==> src/rtl/dac_apb_sequencer.sv <==
// APB master streaming 12-bit DAC samples from a small FIFO, one write per sample-rate tick.
// Latency: tick -> SETUP in 2 cycles; sample_ready deasserts only when the FIFO is full.
module dac_apb_sequencer #(
    parameter int          DEPTH    = 4,
    parameter logic [31:0] DAC_ADDR = 32'h0000_0000,
    parameter int          TIMEOUT  = 32
) (
    input  logic                      CLK,
    input  logic                      RST,
    input  logic                      enable,
    input  logic [15:0]               divider,
    input  logic                      clr_err,
    input  logic [11:0]               sample_in,
    input  logic                      sample_valid,
    output logic                      sample_ready,
    output logic                      PSEL,
    output logic                      PENABLE,
    output logic                      PWRITE,
    output logic [31:0]               PADDR,
    output logic [31:0]               PWDATA,
    output logic [3:0]                PSTRB,
    input  logic                      PREADY,
    output logic [$clog2(DEPTH):0]    fifo_level,
    output logic                      busy,
    output logic                      underrun,
    output logic                      missed_tick,
    output logic                      timeout_err
);

    localparam int AW = $clog2(DEPTH);

    typedef enum logic [1:0] {S_IDLE, S_SETUP, S_ACCESS} state_t;

    state_t        state_q;
    logic [11:0]   mem_q [DEPTH];
    logic [AW-1:0] wr_ptr_q, rd_ptr_q;
    logic [AW:0]   level_q, level_d;
    logic [15:0]   count_q, count_d;
    logic          pending_q, pending_d;
    logic [7:0]    wait_q;
    logic          psel_q, penable_q, pwrite_q;
    logic [31:0]   paddr_q, pwdata_q;
    logic [3:0]    pstrb_q;
    logic          underrun_q, missed_q, timeout_q;

    logic push, pop, fifo_empty, tick, start, wait_last;
    logic underrun_set, missed_set, timeout_set;

    // DEPTH is a power of two, so level < DEPTH exactly when the MSB is clear.
    assign sample_ready = ~level_q[AW];
    assign fifo_empty   = (level_q == '0);
    assign push         = sample_valid & sample_ready;
    assign wait_last    = (wait_q == 8'(TIMEOUT - 1));
    assign pop          = (state_q == S_ACCESS) & (PREADY | wait_last);
    assign tick         = enable & (count_q >= divider);
    assign start        = (state_q == S_IDLE) & pending_q & ~fifo_empty & enable;

    assign underrun_set = tick & fifo_empty;
    assign missed_set   = tick & ~fifo_empty & pending_q;
    assign timeout_set  = (state_q == S_ACCESS) & wait_last & ~PREADY;

    always_comb begin
        level_d = level_q;
        if (push && !pop)
            level_d = level_q + 1'b1;
        else if (pop && !push)
            level_d = level_q - 1'b1;

        count_d = count_q + 16'd1;
        if (!enable || tick)
            count_d = '0;

        pending_d = pending_q;
        if (!enable)
            pending_d = 1'b0;
        else if (tick && !fifo_empty)
            pending_d = 1'b1;
        else if (start)
            pending_d = 1'b0;
    end

    always_ff @(posedge CLK) begin
        if (push)
            mem_q[wr_ptr_q] <= sample_in;
    end

    always_ff @(posedge CLK or negedge RST) begin
        if (!RST) begin
            wr_ptr_q    <= '0;
            rd_ptr_q    <= '0;
            level_q     <= '0;
            count_q     <= '0;
            pending_q   <= 1'b0;
            underrun_q  <= 1'b0;
            missed_q    <= 1'b0;
            timeout_q   <= 1'b0;
        end else begin
            if (push)
                wr_ptr_q <= wr_ptr_q + 1'b1;
            if (pop)
                rd_ptr_q <= rd_ptr_q + 1'b1;
            level_q     <= level_d;
            count_q     <= count_d;
            pending_q   <= pending_d;
            // A set in the same cycle as clr_err takes priority.
            underrun_q  <= underrun_set | (underrun_q & ~clr_err);
            missed_q    <= missed_set   | (missed_q   & ~clr_err);
            timeout_q   <= timeout_set  | (timeout_q  & ~clr_err);
        end
    end

    always_ff @(posedge CLK or negedge RST) begin
        if (!RST) begin
            state_q   <= S_IDLE;
            psel_q    <= 1'b0;
            penable_q <= 1'b0;
            pwrite_q  <= 1'b0;
            paddr_q   <= '0;
            pwdata_q  <= '0;
            pstrb_q   <= '0;
            wait_q    <= '0;
        end else begin
            case (state_q)
                S_IDLE: begin
                    if (start) begin
                        state_q  <= S_SETUP;
                        psel_q   <= 1'b1;
                        pwrite_q <= 1'b1;
                        paddr_q  <= DAC_ADDR;
                        pwdata_q <= {20'b0, mem_q[rd_ptr_q]};
                        pstrb_q  <= 4'b0011;
                    end
                end
                S_SETUP: begin
                    state_q   <= S_ACCESS;
                    penable_q <= 1'b1;
                    wait_q    <= '0;
                end
                S_ACCESS: begin
                    if (PREADY || wait_last) begin
                        state_q   <= S_IDLE;
                        psel_q    <= 1'b0;
                        penable_q <= 1'b0;
                        pwrite_q  <= 1'b0;
                        paddr_q   <= '0;
                        pwdata_q  <= '0;
                        pstrb_q   <= '0;
                    end else begin
                        wait_q <= wait_q + 8'd1;
                    end
                end
                default: state_q <= S_IDLE;
            endcase
        end
    end

    assign PSEL        = psel_q;
    assign PENABLE     = penable_q;
    assign PWRITE      = pwrite_q;
    assign PADDR       = paddr_q;
    assign PWDATA      = pwdata_q;
    assign PSTRB       = pstrb_q;
    assign fifo_level  = level_q;
    assign busy        = (state_q != S_IDLE);
    assign underrun    = underrun_q;
    assign missed_tick = missed_q;
    assign timeout_err = timeout_q;

endmodule

==> config.mk <==
export PLATFORM = sky130hd
export DESIGN_NAME = dac_apb_sequencer
export DESIGN_NICKNAME = d
export VERILOG_FILES = /design/src/rtl/dac_apb_sequencer.sv
export SDC_FILE = /design/constraint.sdc
export NUM_CORES = 1
export LEC_CHECK = 0
export CORE_MARGIN = 3
export CORE_UTILIZATION = 50
export DETAILED_ROUTE_END_ITERATION = 10
export PLACE_DENSITY = 0.77
export SLEW_MARGIN = 20
export SYNTH_ARGS = -nofsm -noshare
export SYNTH_HDL_FRONTEND = slang
export SYNTH_SLANG_ARGS = --single-unit
==> constraint.sdc <==
create_clock -name CLK -period 6.6 [get_ports CLK]
set_input_delay 0.99 -clock CLK [delete_from_list [all_inputs] [get_ports CLK]]
set_output_delay 0.99 -clock CLK [all_outputs]
set_load 0.05 [all_outputs]
# Word level (Yosys, flattened, before mapping)
# Memory sizes are Yosys's and may differ from the RTL's.
# Index checks and enable logic that the tools add are counted.
classes:
  magnitude_cmp: 1
  n_bitwise: 22
  eq_ne: 7
  add_sub_neg: 6
  n_mux: 25
  reduce_logical: 19
op_table:
  columns: ["operator", "n"]
  rows:
  - ["$pmux 32 s2", 2]
  - ["$mux 32", 3]
  - ["$add 16x1->16 const B", 1]
  - ["$ge 16x16->1", 1]
  - ["$mux 16", 1]
  - ["$pmux 8 s2", 1]
  - ["$and 1x1->1", 14]
  - ["$add 8x1->8 const B", 1]
  - ["$eq 8x5->1 const B", 1]
  - ["$mux 4", 2]
  - ["$mux 8", 1]
  - ["$pmux 4 s2", 1]
  - ["$reduce_bool 2->1", 4]
  - ["$mux 1", 7]
  - ["$mux 3", 2]
  - ["$pmux 2 s3", 1]
  - ["$reduce_and 2->1", 3]
  - ["$add 2x1->2 const B", 2]
  - ["$logic_not 1->1", 4]
  - ["$mux 2", 2]
  - ["$ne 2x2->1 const B", 2]
  - ["$not 1->1", 4]
  - ["$or 1x1->1", 4]
  - ["$pmux 1 s2", 2]
  - ["other kinds (11)", 14]
word_totals:
  register_bits: 107
  input_bits: 34
  ram_bits: 48
  wordCells: 96
  n_memories: 1
mem_list:
  columns: ["memory", "words", "word_bits", "read_ports", "rd_clocked_by_memory_dff", "write_ports", "line", "rtl"]
  rows:
  - ["mem_q", 4, 12, 1, 0, 1, "35", "logic [11:0] mem_q [DEPTH];"]

# Depth between registers and ports, before layout
logic_depth:
  ltp_word: 7
  mapped_depth: 11
  ltp_nobuf: 11

# Worst setup path before layout
# OpenSTA, ideal clock, no wires.
synth_path:
  kind: "input to register"
  startpoint: "input port divider[13]"
  endpoint: "register underrun_q (netlist: underrun)"
  setup_slack_ps: 4010
  n_path_buf: 0
  cell_stages: 7
  required_ps: 6478
  t_arrival_ps: 2469
  cell_sequence: "inv_1 > ha_1 > a21o_1 > a21o_1 > a2111oi_4 > nand3_1 > a32o_1"
synth_between:
  elab_chain_cells: 4
synth_lines:
  columns: ["element", "line", "rtl"]
  rows:
  - ["start, declared", "11", "input logic [15:0] divider,"]
  - ["$ge 16x16->1", "55", "assign tick = enable & (count_q >= divider);"]
  - ["$and 1x1->1", "55", null]
  - ["$and 1x1->1", "58", "assign underrun_set = tick & fifo_empty;"]
  - ["$or 1x1->1", "106", "underrun_q <= underrun_set | (underrun_q & ~clr_err);"]
  - ["end signal, assigned", "106", null]
  - ["end, declared", "44", "logic underrun_q, missed_q, timeout_q;"]
# Every way passes these cells.
# A chain may end at the register's enable or synchronous reset.

# Final worst setup path
layout_path:
  startpoint: "register state_q[1]"
  endpoint: "output port busy"
layout_between:
  elab_chain_cells: 1
layout_lines:
  columns: ["element", "line", "rtl"]
  rows:
  - ["start, declared", "34", "state_t state_q;"]
  - ["start signal, assigned", "114", "state_q <= S_IDLE;"]
  - ["start signal, assigned", "126", "state_q <= S_SETUP;"]
  - ["start signal, assigned", "135", "state_q <= S_ACCESS;"]
  - ["$reduce_bool 2->1", "164", "assign busy = (state_q != S_IDLE);"]
  - ["end, declared", "24", "output logic busy,"]
# Every way passes these cells.

==> key figures <==
Floorplan
  • Top Ports: 113
  • Row cnt: 36
  • Die area: 11300 µm²
  • Horiz. Die Dim: ~110 µm
  • Die Ht: roughly 110 µm
  • Core box area: just under 10000 µm²
  • Starting density of the core: 0.515

Drt
  • DR vias: 2846
  • DR WL/cell: 14.4 µm
  • Via density: 4.85
  • Pre-antenna DRT Iters: 4
  • Drt initial violations: 79
  • Total routed wirelength: 8440 µm
  • Post-route ant nets: 0
  • DRC violations left: 0

Power
  • PwrDens: 299 nW/µm²
  • VDD IR-drop max: roughly 0.00015 V
  • Leak: approximately 2.5 nW
  • Tot Pwr: 1.71 mW

Global route
  • Largest net degree at the start of global routing: 52
  • First-pass GRT wire length: 14100 µm
  • Global routing usage on met2: 0.279
  • GR Util All Layers: 0.160
  • M1 GR Usage: 0.198
  • Initial antenna violation count: 0
  • GRT busiest layer: met2
  • Met3 usage: 0.0322
  • Vias in the first global route: 2915
  • Grt ovf: 0

STA
  • Setup violators final: 0
  • Fin crit share: 0.476
  • Worst Clk Skew: 0.0164 ns
  • Final Hold Vio Count: 0
  • Fmax: 318 MHz
  • Final TNS setup: 0 ns
  • Slew Limit Fails: 0
  • Worst Tran Pin Value: about 0.84 ns
  • Slew HR: 0.442
  • RSZ-0062 raised after global routing: false
  • Post-layout min period: 3.14 ns

Setup path
  • Arrival @ worst endpoint: 2.15 ns
  • Crit Path Class: reg2out
  • Worst EP required: 5.61 ns
  • Worst Setup Start Kind: flop
  • CP max FO: 20
  • CP endpoint kind: output port

Cells and area
  • Area Overhead vs Synth: 13.4%
  • # nets final: 507
  • Final non-filler cell total: 587
  • N_diodes: 0
  • Fin area: between 5000 and 6000 µm²
  • Share of layout cells above drive strength 1: 0.115

Clocking
  • Max Buffers Root-to-Sink: 2
  • Clk pin slew, worst setup/hold paths: 0.10 ns
  • Postcts setup bufs: 0
  • CTS tree: yes
  • Max H-tree Level: 3
  • Post-CTS sizing: 0
  • Clk sinks: 99
  • CTS Buf Count: 9
  • Root buffer cell: clkbuf_8
  • Hold buffer count at cts: 0
  • Latest clock arrival within the worst-skew pair: between 0.3 and 0.4 ns

Synthesis
  • #FFs+latches synth: 99
  • Mapped Avg Cell Area: around 13 µm²
  • Most common cell in the netlist: buf_4
  • Synth Warn #: 0
  • Synth top area cells: edfxtp_1, dfrtp_1, buf_4
  • Top_reg_cell synth: dfrtp_1
  • FFs w/ async S/R, synth: 0.515
  • Post-Synth XOR/XNOR Area: 0.0452
  • Synth Area in Adders: 0.0611
  • Mapped Area: roughly 5000 µm²
  • Post-Syn Instances: ~390
  • Most instantiated cells after synthesis: buf_4, dfrtp_1, edfxtp_1
  • Yosys cell types: 50
  • Post-Synth Simple-Gate Area: 0.109
  • Post-synthesis compound-gate area fraction: 0.0437
  • Number of flops mapped to enable cells by yosys: 48
  • Sequential area share after synthesis: 0.540
  • Synth area leader: edfxtp_1
  • Post-synthesis mux area share: 0.0842
  • Combinational family with the most area after synthesis: buffers and inverters
  • Post-synth top area share: 0.286

Placed design
  • HPWL Detailed: 6260 µm
  • IO Port Bufs: 58
  • Placed insts: between 500 and 600
  • Placed Area: 5500 µm²
  • Placer Congestion: 0.761

Status
  • Status: finished clean

Run
  • Max Cap Violations: 0

Worst hold path
  • Hold crit path type: reg2reg
==> metrics by stage <==
step	setup slack (ns)	utilization	hold WS [ns]
after floorplan	4.01	-	0.479
after global placement	3.46	0.563	0.498
after detailed placement	3.38	0.563	0.499
after CTS	3.44	0.584	0.525
after global routing	3.36	0.584	0.536
final	3.46	0.584	0.521
==> cell usage in the layout (no fill, tap or decap), types with 2 or more instances in the layout <==
cell type / count
o21ai_0: 4
inv_6: 2
nand4_1: 5
inv_8: 3
clkbuf_8: 9
inv_1: 27
mux2_2: 10
conb_1: 54
and2_1: 4
nor2b_1: 13
ha_1: 23
o211a_1: 2
nand2_1: 13
xor2_1: 17
and4_1: 3
xnor2_1: 9
clkinv_8: 2
a21o_1: 3
nor2_1: 30
mux2_4: 2
clkdlybuf4s50_1: 57
and3_1: 5
dfrtp_1: 51
nand3_1: 11
nor3_1: 4
mux4_2: 12
or2_2: 2
edfxtp_1: 48
nand2b_1: 3
a21oi_1: 4
==> logic make-up after synthesis <==
group,after synthesis
buffers and inverters,93
DFF,99
adders and majority gates,24
and+or+nand+nor,99
muxes,25
AOI/OAI and AO/OA,25
xor gates and xnor gates,26
other,1
==> sequential cells by signal, summed over array words and instances, names as in the netlist <==
name	flops
rd_ptr_q	2
missed_tick	1
fifo_level	3
PSTRB	1
timeout_err	1
state_q	2
underrun	1
PWDATA	12
pending_q	1
wait_q	8
PENABLE	1
wr_ptr_q	2
count_q	16
mem_q	48
==> metal layers <==
layer / part of all wire / vias to the layer above
met3: 0.045 / 9
met5: 0 / -
li1: - / 1359
met2: 0.52 / 71
met4: 0.012 / 0
met1: 0.42 / 1407
==> final timing paths <==
path	from	to	slack [ns]	cells past startpoint
worst max-delay path	state_q[1]	busy	3.46	2
worst min-delay path	timeout_err	timeout_err	0.52	1
worst max register to register	wait_q[0]	fifo_level[1]	4.07	9
worst min register to register	timeout_err	timeout_err	0.52	1
max in group asynchronous	RST	count_q[4]	5.45	2
min in group asynchronous	RST	wait_q[3]	0.72	2
==> worst max-delay path: stages, from the launching register on <==
cell	delay (ns)
dfrtp_1	0.74
or2_2	0.25
clkdlybuf4s50_1	0.80
==> layout make-up <==
| type | count | area (µm²) |
|---|---|---|
| fillers | 799 | 4070 |
| inverters | 27 | 101 |
| flip-flops and latches | 99 | 2720 |
| repair buffers | 59 | 583 |
| clock buffers | 9 | 124 |
| clock inverters | 7 | 83.8 |
| well taps | 133 | 166 |
| multi-input cells | 253 | 1930 |
==> power breakdown <==
group	total [mW]	internal [mW]	switching [mW]
Sequential	0.802	0.734	0.0686
Combinational	0.513	0.194	0.319
Clock	0.391	0.154	0.237
No activity file was read; power rests on OpenSTA's default activity.
==> RTL change (same flow settings) <==
Set the parameter `DEPTH` to 16 (it was 4).
--- a/src/rtl/dac_apb_sequencer.sv
+++ b/src/rtl/dac_apb_sequencer.sv
@@ -3,3 +3,3 @@
 module dac_apb_sequencer #(
-    parameter int          DEPTH    = 4,
+    parameter int          DEPTH    = 16,
     parameter logic [31:0] DAC_ADDR = 32'h0000_0000,
Interface: changed (resized fifo_level); port bits go from 113 to 115. No check against the original RTL was run, so the function may have changed too.
==> RTL change against the unedited design <==
First-iteration DRC count increased to 6.1 times the old value; sequential cell count increased by 150; count of clock-buffer cells in the layout increased by 23; register-to-register slack got worse by 540 ps; global-route usage increased by 2.5 points; cell area increased by 120%; worst setup slack improved by 21 ps; combinational power increased by 17%; hold slack got worse by 17 ps; wire length increased to 2.6 times the old value; total power increased by 130%; synthesized area increased by 120%; critical path type is now in2reg; critical endpoint is now fifo_level[4]$_DFFE_PN0P_; highest routed layer is now met5.
==> RTL change: results (changes against the unedited design) <==
| Metric | Value |
|---|---|
| Pin count of the biggest net entering global routing | `58 (+12%)` |
| WL per Instance | `21.1 um (+47%)` |
| Final Wtd Congestion | `0.796 (+4.6%)` |
| Async SR Flop Fraction | `22.9% (-29 points)` |
| Register area share after synthesis | `66.4% (+12 points)` |
| Worst hold path endpoint | `underrun$_DFF_PN0_` |
| Worst Min Path Start | `underrun$_DFF_PN0_` |
| Number of cells traversed by the worst register-to-register path | `13 (+4)` |
| Clock transition at the registers of the reported paths | `60 ps (-40 ps)` |
| Post-Layout Cell Count | `1026 (+75%)` |
| Global-route usage over all layers | `18.5% (+2.5 points)` |
| Static power due to leakage | `4.48 nW (+80%)` |
| Number of global-route vias before repair | `6089 (+110%)` |
| Avg Synthesized Cell Area | `16.2 sq um (+26%)` |
| Number of nets in the layout | `794 (+57%)` |
| Adder-cell area share of the yosys netlist | `3.30% (-2.8 points)` |
| Number of port buffers | `60 (+3.4%)` |
| Htree depth | `1 (-2)` |
| Mux share of post-synthesis cell area | `12.4% (+4.0 points)` |
| Max Root-Sink Buffers | `3 (+1)` |
| Insertion delay to the later sink of the worst-skew pair | `540 ps (+170 ps)` |
| Cell types with the largest area share after synthesis | `sky130_fd_sc_hd__edfxtp_1 53%, sky130_fd_sc_hd__dfrtp_1 13%, sky130_fd_sc_hd__mux4_2 10%` |
| Placed Cells | `980 (+72%)` |
| Share of post-route cells with drive strength above 1 | `13.8% (+2.4 points)` |
| Arrival time at the worst endpoint | `3530 ps (+1380 ps)` |
| Commonest cells in the synthesized netlist | `192 x sky130_fd_sc_hd__edfxtp_1, 58 x sky130_fd_sc_hd__buf_4, 57 x sky130_fd_sc_hd__dfrtp_1, 48 x sky130_fd_sc_hd__mux4_2, 31 x sky130_fd_sc_hd__nor2_1` |
| Outcome | `complete, no violations` |
| Destination of the worst register-to-register timing path | `fifo_level[4]$_DFFE_PN0P_` |
| Main combinational cell family by area after synthesis | `multiplexers` |
| Actual slew at the worst max-slew pin | `952 ps (+115 ps)` |
| Global-route wire length before repair | `34100 um (+140%)` |
[RTL change: where the power goes]
part           internal, mW  total, mW  switching, mW
registers              1.80       1.87         0.0639
clock network         0.853       1.44          0.589
logic                 0.205      0.598          0.393
total                  2.86       3.91           1.05
[RTL change: final cells by class]
class                           count  area [sq um]  share of cell area, %
Sequential cell                   249          7190                   58.5
Multi-Input combinational cell    362          3170                   25.8
Clock buffer                       32           682                   5.54
Timing Repair Buffer               65           633                   5.15
Tap cell                          275           344                   2.80
Clock inverter                     14           163                   1.32
Inverter                           29           114                  0.925
[RTL change: worst max path at each step]
| stage | slack, ps | depth (start not counted) | endpoint | startpoint |
|---|---|---|---|---|
| after detailed placement | 2970 | 10 | fifo_level[4]$_DFFE_PN0P_ | sample_valid |
| after floorplan | 3500 | 10 | fifo_level[4]$_DFFE_PN0P_ | PREADY |
| after global routing | 3280 | 10 | fifo_level[4]$_DFFE_PN0P_ | sample_valid |
| final | 3480 | 10 | fifo_level[4]$_DFFE_PN0P_ | sample_valid |
| after global placement | 3090 | 10 | fifo_level[4]$_DFFE_PN0P_ | sample_valid |
| after CTS | 3510 | 10 | fifo_level[4]$_DFFE_PN0P_ | sample_valid |
[RTL change: worst max-delay path: stages]
cell and delay (ps):
sky130_fd_sc_hd__clkdlybuf4s50_1 460, sky130_fd_sc_hd__nor2b_1 550, sky130_fd_sc_hd__ha_1 310, sky130_fd_sc_hd__inv_1 110, sky130_fd_sc_hd__fa_1 430, sky130_fd_sc_hd__a21o_1 170
sky130_fd_sc_hd__a21oi_1 180, sky130_fd_sc_hd__xnor2_1 140, sky130_fd_sc_hd__nor2_1 60, sky130_fd_sc_hd__xnor2_1 130
[RTL change: kinds of logic (layout without fill, tap and decap cells)]
family / count (synthesis) / count (layout)
AOI/OAI and AO/OA: 61 / 61
xor gates and xnor gates: 27 / 27
adders and majority gates: 28 / 28
buffers and inverters: 109 / 140
DFF: 249 / 249
muxes: 74 / 74
other: 1 / 54
and+or+nand+nor: 118 / 118
[RTL change: layer usage]
layer | part of all wire (%) | GRT usage, % | wire, um
met1 | 40 | 23.8 | 8630
met2 | 51 | 32.4 | 11100
met3 | 6.9 | 3.57 | 1490
met4 | 1.8 | 4.88 | 395
met5 | 0.083 | 0 | 18
[RTL change: metrics by stage]
stage	worst slack [ps]	instance area (sq um)	utilization, %
4_1_cts	3510	12300	58.2
3_3_place_gp	3090	11500	54.2
6_report	3480	12300	58.2
3_5_place_dp	2970	11500	54.2
2_1_floorplan	3500	11000	-
5_1_grt	3280	12300	58.2
